--- config.mk ---
export PLATFORM = sky130hd
export DESIGN_NAME = pe_operand_issue
export DESIGN_NICKNAME = d
export VERILOG_FILES = /design/src/rtl/pe_pkg.sv /design/src/rtl/pe_regfile.sv /design/src/rtl/pe_operand_issue.sv
export SDC_FILE = /design/constraint.sdc
export NUM_CORES = 1
export LEC_CHECK = 0
export CORE_ASPECT_RATIO = 0.8
export CORE_MARGIN = 2
export CORE_UTILIZATION = 55
export DETAILED_ROUTE_END_ITERATION = 8
export DONT_BUFFER_PORTS = 1
export GPL_TIMING_DRIVEN = 0
export PLACE_DENSITY = 0.68
export SLEW_MARGIN = 10
export SYNTH_ARGS = -nofsm -noshare
export SYNTH_HDL_FRONTEND = slang
export SYNTH_SLANG_ARGS = --single-unit
--- constraint.sdc ---
create_clock -name clk -period 2.99 [get_ports clk]
set_clock_uncertainty 0.05 [all_clocks]
set_input_delay 0.897 -clock clk [delete_from_list [all_inputs] [get_ports clk]]
set_output_delay 0.897 -clock clk [all_outputs]
set_load 0.005 [all_outputs]
--- src/rtl/pe_pkg.sv ---
// Shared definitions for the PE operand issue / writeback slice.
//   DWIDTH_DEF / AWIDTH_DEF : default operand width and register-file address width
//   ADD_LAT                 : downstream adder latency in cycles
//   PIPE_DEPTH              : in-flight tracking stages (S1 = operands on a/b,
//                             last stage = result on p)
//   op_e                    : add/sub encoding carried on the subtract line
package pe_pkg;
  localparam int unsigned DWIDTH_DEF = 32;
  localparam int unsigned AWIDTH_DEF = 4;
  localparam int unsigned ADD_LAT    = 1;
  localparam int unsigned PIPE_DEPTH = ADD_LAT + 1;

  typedef enum logic {
    OP_ADD = 1'b0,
    OP_SUB = 1'b1
  } op_e;
endpackage

--- src/rtl/pe_regfile.sv ---
// Local register file for the PE operand issue stage.
//   i_ra_addr/o_ra_data, i_rb_addr/o_rb_data : combinational operand reads
//   i_rd_addr/o_rd_data                      : registered host readout
//   i_wb_*                                   : adder writeback port
//   i_ld_*                                   : host load port
// Writeback and load share one physical write port; the issue stage only
// grants a load when no writeback is pending, so they never collide.
module pe_regfile
  import pe_pkg::*;
#(
  parameter int unsigned DWIDTH = DWIDTH_DEF,
  parameter int unsigned AWIDTH = AWIDTH_DEF
) (
  input  logic              clk,
  input  logic              rst_n,
  input  logic [AWIDTH-1:0] i_ra_addr,
  output logic [DWIDTH-1:0] o_ra_data,
  input  logic [AWIDTH-1:0] i_rb_addr,
  output logic [DWIDTH-1:0] o_rb_data,
  input  logic [AWIDTH-1:0] i_rd_addr,
  output logic [DWIDTH-1:0] o_rd_data,
  input  logic              i_wb_en,
  input  logic [AWIDTH-1:0] i_wb_addr,
  input  logic [DWIDTH-1:0] i_wb_data,
  input  logic              i_ld_en,
  input  logic [AWIDTH-1:0] i_ld_addr,
  input  logic [DWIDTH-1:0] i_ld_data
);
  localparam int unsigned DEPTH = 1 << AWIDTH;

  logic [DWIDTH-1:0] r_mem [DEPTH];
  logic              w_we;
  logic [AWIDTH-1:0] w_waddr;
  logic [DWIDTH-1:0] w_wdata;

  always_comb begin
    w_we      = i_wb_en | i_ld_en;
    w_waddr   = i_wb_en ? i_wb_addr : i_ld_addr;
    w_wdata   = i_wb_en ? i_wb_data : i_ld_data;
    o_ra_data = r_mem[i_ra_addr];
    o_rb_data = r_mem[i_rb_addr];
  end

  // Readout samples the array before this edge's write lands.
  always_ff @(posedge clk or negedge rst_n) begin
    if (!rst_n) begin
      r_mem     <= '{default: '0};
      o_rd_data <= '0;
    end else begin
      if (w_we) r_mem[w_waddr] <= w_wdata;
      o_rd_data <= r_mem[i_rd_addr];
    end
  end

  assert property (@(posedge clk) disable iff (!rst_n) !(i_wb_en && i_ld_en));
endmodule

--- src/rtl/pe_operand_issue.sv ---
// Operand issue and writeback stage in front of a 1-cycle registered adder.
//   clk, Resetn                     : clock, async active-low reset
//   ins_valid/ins_ready, ins_sub,
//   ins_src_a, ins_src_b, ins_dst   : add/sub instruction handshake
//   ld_valid/ld_ready, ld_addr,
//   ld_data                         : host register load
//   rd_addr, rd_data                : registered host readout (raw array)
//   a, b, subtract                  : registered adder operands
//   p                               : adder result (valid one cycle after a/b)
//   busy                            : any op in S1 or S2
module pe_operand_issue
  import pe_pkg::*;
#(
  parameter int unsigned DWIDTH = DWIDTH_DEF,
  parameter int unsigned AWIDTH = AWIDTH_DEF
) (
  input  logic              clk,
  input  logic              Resetn,
  input  logic              ins_valid,
  output logic              ins_ready,
  input  logic              ins_sub,
  input  logic [AWIDTH-1:0] ins_src_a,
  input  logic [AWIDTH-1:0] ins_src_b,
  input  logic [AWIDTH-1:0] ins_dst,
  input  logic              ld_valid,
  output logic              ld_ready,
  input  logic [AWIDTH-1:0] ld_addr,
  input  logic [DWIDTH-1:0] ld_data,
  input  logic [AWIDTH-1:0] rd_addr,
  output logic [DWIDTH-1:0] rd_data,
  output logic [DWIDTH-1:0] a,
  output logic [DWIDTH-1:0] b,
  output logic              subtract,
  input  logic [DWIDTH-1:0] p,
  output logic              busy
);
  localparam int unsigned S2 = PIPE_DEPTH - 1;

  // Stage 0 is S1 (operands on a/b), stage S2 is the op whose result is on p.
  logic [PIPE_DEPTH-1:0]             r_pipe_valid;
  logic [PIPE_DEPTH-1:0][AWIDTH-1:0] r_pipe_dst;
  logic [DWIDTH-1:0]                 r_a;
  logic [DWIDTH-1:0]                 r_b;
  logic                              r_subtract;

  logic              w_s1_valid;
  logic [AWIDTH-1:0] w_s1_dst;
  logic              w_s2_valid;
  logic [AWIDTH-1:0] w_s2_dst;
  logic              w_raw_hazard;
  logic              w_issue;
  logic              w_ld_en;
  logic [DWIDTH-1:0] w_rf_a;
  logic [DWIDTH-1:0] w_rf_b;
  logic [DWIDTH-1:0] w_op_a;
  logic [DWIDTH-1:0] w_op_b;

  always_comb begin
    w_s1_valid   = r_pipe_valid[0];
    w_s1_dst     = r_pipe_dst[0];
    w_s2_valid   = r_pipe_valid[S2];
    w_s2_dst     = r_pipe_dst[S2];
    // An S1 producer has no result anywhere yet, so its consumers must wait.
    w_raw_hazard = w_s1_valid && ((ins_src_a == w_s1_dst) || (ins_src_b == w_s1_dst));
    ins_ready    = !ld_valid && !w_raw_hazard;
    w_issue      = ins_valid && ins_ready;
    // Loads borrow the write port only when no writeback is due this edge.
    ld_ready     = !w_s2_valid;
    w_ld_en      = ld_valid && ld_ready;
    // S2's result is on p but not yet in the array: take it from p.
    w_op_a       = (w_s2_valid && (ins_src_a == w_s2_dst)) ? p : w_rf_a;
    w_op_b       = (w_s2_valid && (ins_src_b == w_s2_dst)) ? p : w_rf_b;
    busy         = |r_pipe_valid;
    a            = r_a;
    b            = r_b;
    subtract     = r_subtract;
  end

  always_ff @(posedge clk or negedge Resetn) begin
    if (!Resetn) begin
      r_pipe_valid <= '0;
      r_pipe_dst   <= '0;
      r_a          <= '0;
      r_b          <= '0;
      r_subtract   <= 1'b0;
    end else begin
      r_pipe_valid <= {r_pipe_valid[PIPE_DEPTH-2:0], w_issue};
      r_pipe_dst   <= {r_pipe_dst[PIPE_DEPTH-2:0], ins_dst};
      if (w_issue) begin
        r_a        <= w_op_a;
        r_b        <= w_op_b;
        r_subtract <= (op_e'(ins_sub) == OP_SUB);
      end
    end
  end

  pe_regfile #(
    .DWIDTH(DWIDTH),
    .AWIDTH(AWIDTH)
  ) u_regfile (
    .clk      (clk),
    .rst_n    (Resetn),
    .i_ra_addr(ins_src_a),
    .o_ra_data(w_rf_a),
    .i_rb_addr(ins_src_b),
    .o_rb_data(w_rf_b),
    .i_rd_addr(rd_addr),
    .o_rd_data(rd_data),
    .i_wb_en  (w_s2_valid),
    .i_wb_addr(w_s2_dst),
    .i_wb_data(p),
    .i_ld_en  (w_ld_en),
    .i_ld_addr(ld_addr),
    .i_ld_data(ld_data)
  );
endmodule

==> metrics.txt <==
outcome complete, but fails checks; failing checks negative setup slack; max-slew violations 0; PnR worst setup slack -0.0753 ns; GPL Wtd Cong 0.988; Detailed Route WL about 130,000 µm; CTS Buf Count 66; Mean Syn Cell Area about 12 µm²; largest net degree at the start of global routing 620; Static Leakage approximately 16 nW; Worst R2R Path Depth 8; top_reg_cell synth dfrtp_1; R2R Path Start r_pipe_valid[1]$_DFF_PN0_; Global Route Usage Sum 0.407; Slew @ Worst Pin ~1.3 ns; routed vias/inst approximately 7.4; Setup Crit Path Kind in -> reg; I/O Buffers 0; residual DRC count 0; max incr delay on CP between 0.6 and 0.7 ns; ys async rst share 1.00; Slew headroom 0.157; Worst-path clk slew about 0.07 ns; Post-DRT Antenna Nets 0; worst hold path type in -> async; synthesized area around 34,000 µm²; TritonCTS clock tree built; Yosys top cell area share 0.456; initial drt markers approximately 4,700; Yosys cell types 33; # rows a little over 80; CP Capture Type flop; worst path cell trace buf_1, buf_2, mux4_2, a22oi_1, nand2_1, mux2_2, mux2_2; Area Overhead vs Synth 10.8%; #FFs+latches synth about 620; Slowest-stage cell, CP buf_1; Worst R2R Setup Slack -0.04 ns; cell area power density 806 nW/µm²; worst skew pair latency 0.62 ns; Seq/Total Area, Yosys 0.456; vias in the first global route 26,900; post-route cell area roughly 38,000 µm²; final setup violation count 20; clock buffer depth 3; drt pass-1 iters 6; Die Height 226 µm; post-DR wirelength/cell roughly 34 µm; Mapped Cells ~2,800; CP max FO 10; hold slack 0.0745 ns; Initial Util 0.556; area leader, netlist dfrtp_1; Synth Warn # 0; Worst Path Buf+Inv 2; post-detail-place hpwl approximately 86,000 µm; global-route wire length before repair between 150,000 and 200,000 µm; Core Util, Final 0.617; Max Cap Viol 0; layout cells sized above 1 0.269; root buffer cell clkbuf_16; number of nets in the layout 2,923; total number of vias roughly 27,000; fin crit share 1.03; Die Wd 282 µm; die footprint 63,800 µm²; Peak VDD IR approximately 530 µV; RSZ-0062 raised after global routing no; number of synthesized flops with an enable pin 0; final hold vios 0; post-CTS setup buffer count 0; Worst EP required 3.44 ns; core area between 60,000 and 70,000 µm²; Fmax achieved ~0.33 GHz; clock period minus final worst setup slack just over 3 ns; Sinks on Clock Net roughly 620; H-tree depth 3; Startpoint Class input port; Mapped Nets between 2,000 and 3,000; most frequent CP cell mux2_2; RR Endpoint u_regfile.r_mem[445]$_DFFE_PN0P_; grt ovf 0; CP arrival 3.51 ns; boundary pin count between 150 and 200; Synth area leaders dfrtp_1 46%, mux4_2 28%, o21ai_0 5.2%; initial antenna violation count 9; family with the most delay on the worst path buffers and inverters; Post-DP Area around 35,000 µm²
## where the power goes
group          internal [W]  total [W]  switching [W]
registers            0.0110     0.0134        0.00247
clock network       0.00527    0.00888        0.00362
logic               0.00446    0.00805        0.00359
## worst reg2reg max path: stages, from the launching register on
cell      delay, ns
dfrtp_1        0.40
buf_2          0.19
clkbuf_4       0.25
nor2b_1        0.18
a22o_1         0.28
nand2_1        0.51
clkbuf_1       0.82
nand2_1        0.13
o21ai_0        0.12
## flip-flops by register name, summed over array words and instances (netlist names)
signal,cells
a,32
w_s2_dst,4
r_pipe_valid,2
subtract,1
u_regfile.o_rd_data,32
u_regfile.r_mem,512
b,32
w_s1_dst,4
## what timing repair did
action                                 CTS  global route
cloned                                   0             1
endpoints found under the hold margin  559            50
pin swaps                                0             0
setup endpoints to repair               98           371
resized for setup                       35            84
## logic make-up after synthesis
kind of cell,Yosys count,share of synthesized area
buffers and inverters,278,0.0364
AOI/OAI and AO/OA,650,0.106
xor gates and xnor gates,16,0.00412
DFF,619,0.456
muxes,577,0.328
and+or+nand+nor,621,0.0703
## cells in the final DEF, fill, tap and decap left out, types with 3 or more instances in the layout
cell type,Yosys,routed
clkdlybuf4s15_2,0,7
nor2_1,168,166
clkbuf_2,0,46
clkinvlp_4,0,3
inv_1,3,3
a22oi_1,129,129
nor2b_1,10,10
mux2_2,129,129
xnor2_1,10,10
mux4_2,416,416
buf_2,27,26
buf_1,30,9
buf_4,9,10
buf_6,17,18
mux2i_2,0,8
dfrtp_1,619,619
o21ai_0,352,352
clkbuf_8,0,13
diode_2,0,4
clkbuf_16,0,74
bufinv_16,0,6
clkbuf_1,192,168
buf_16,0,4
xor2_1,6,6
clkinv_2,0,10
mux2i_1,32,24
a21oi_1,160,160
nand2_1,428,428
## worst max path at each step
stage,startpoint,end,slack [ns],cells past startpoint
floorplan,ins_src_a[0],a[10]$_DFFE_PN0P_,0.20,8
global placement,ins_src_a[1],a[14]$_DFFE_PN0P_,-0.84,7
detailed placement,ins_src_a[1],a[14]$_DFFE_PN0P_,-0.86,7
CTS,ins_src_a[1],a[28]$_DFFE_PN0P_,-0.0005,7
global route,w_s2_dst[1]$_DFF_PN0_,a[18]$_DFFE_PN0P_,0.003,7
finish,ins_src_b[1],b[14]$_DFFE_PN0P_,-0.08,7
## cell usage after synthesis (all sizes together) (2+ instances only)
master and instances:
a21oi 160, a22o 2, a22oi 129, a31oi 2
and2 2, and3 2, buf 83, clkbuf 192
dfrtp 619, inv 3, mux2 129, mux2i 32
mux4 416, nand2 428, nand2b 2, nand3 2
nand4 2, nor2 168, nor2b 10, nor3 2
o21ai 352, o32ai 2, xnor2 10, xor2 6
## layer usage
metal,up-vias,GRT usage,routed length [µm]
met5,-,0.00699,151
met4,12,0.190,6500
met3,440,0.184,21000
met2,2414,0.550,53200
met1,14000,0.561,46600
li1,10500,-,-
## layout make-up
cell class | instances | area (µm²)
multi-input cells | 1864 | 17300
fillers | 4712 | 23400
well taps | 830 | 1040
clock buffers | 98 | 2050
plain buffers | 275 | 1360
diodes | 4 | 10.0
flip-flops and latches | 619 | 15500
clock inverters | 19 | 253
inverters | 3 | 11.3
repair buffers | 5 | 135
## stage by stage
| stage | power [W] | TNS, ns | setup WS [ns] | cells |
|---|---|---|---|---|
| 2_1_floorplan | 0.0187 | 0 | 0.204 | 2761 |
| 3_3_place_gp | 0.0205 | -88.77 | -0.843 | 3591 |
| 3_5_place_dp | 0.0211 | -103.37 | -0.862 | 3591 |
| 4_1_cts | 0.0299 | -0.000504 | -0.000504 | 3708 |
| 5_1_grt | 0.0316 | 0 | 0.00319 | 3714 |
| 6_report | 0.0304 | -0.424 | -0.0753 | 3717 |
Power figures use the tool's default switching activity.
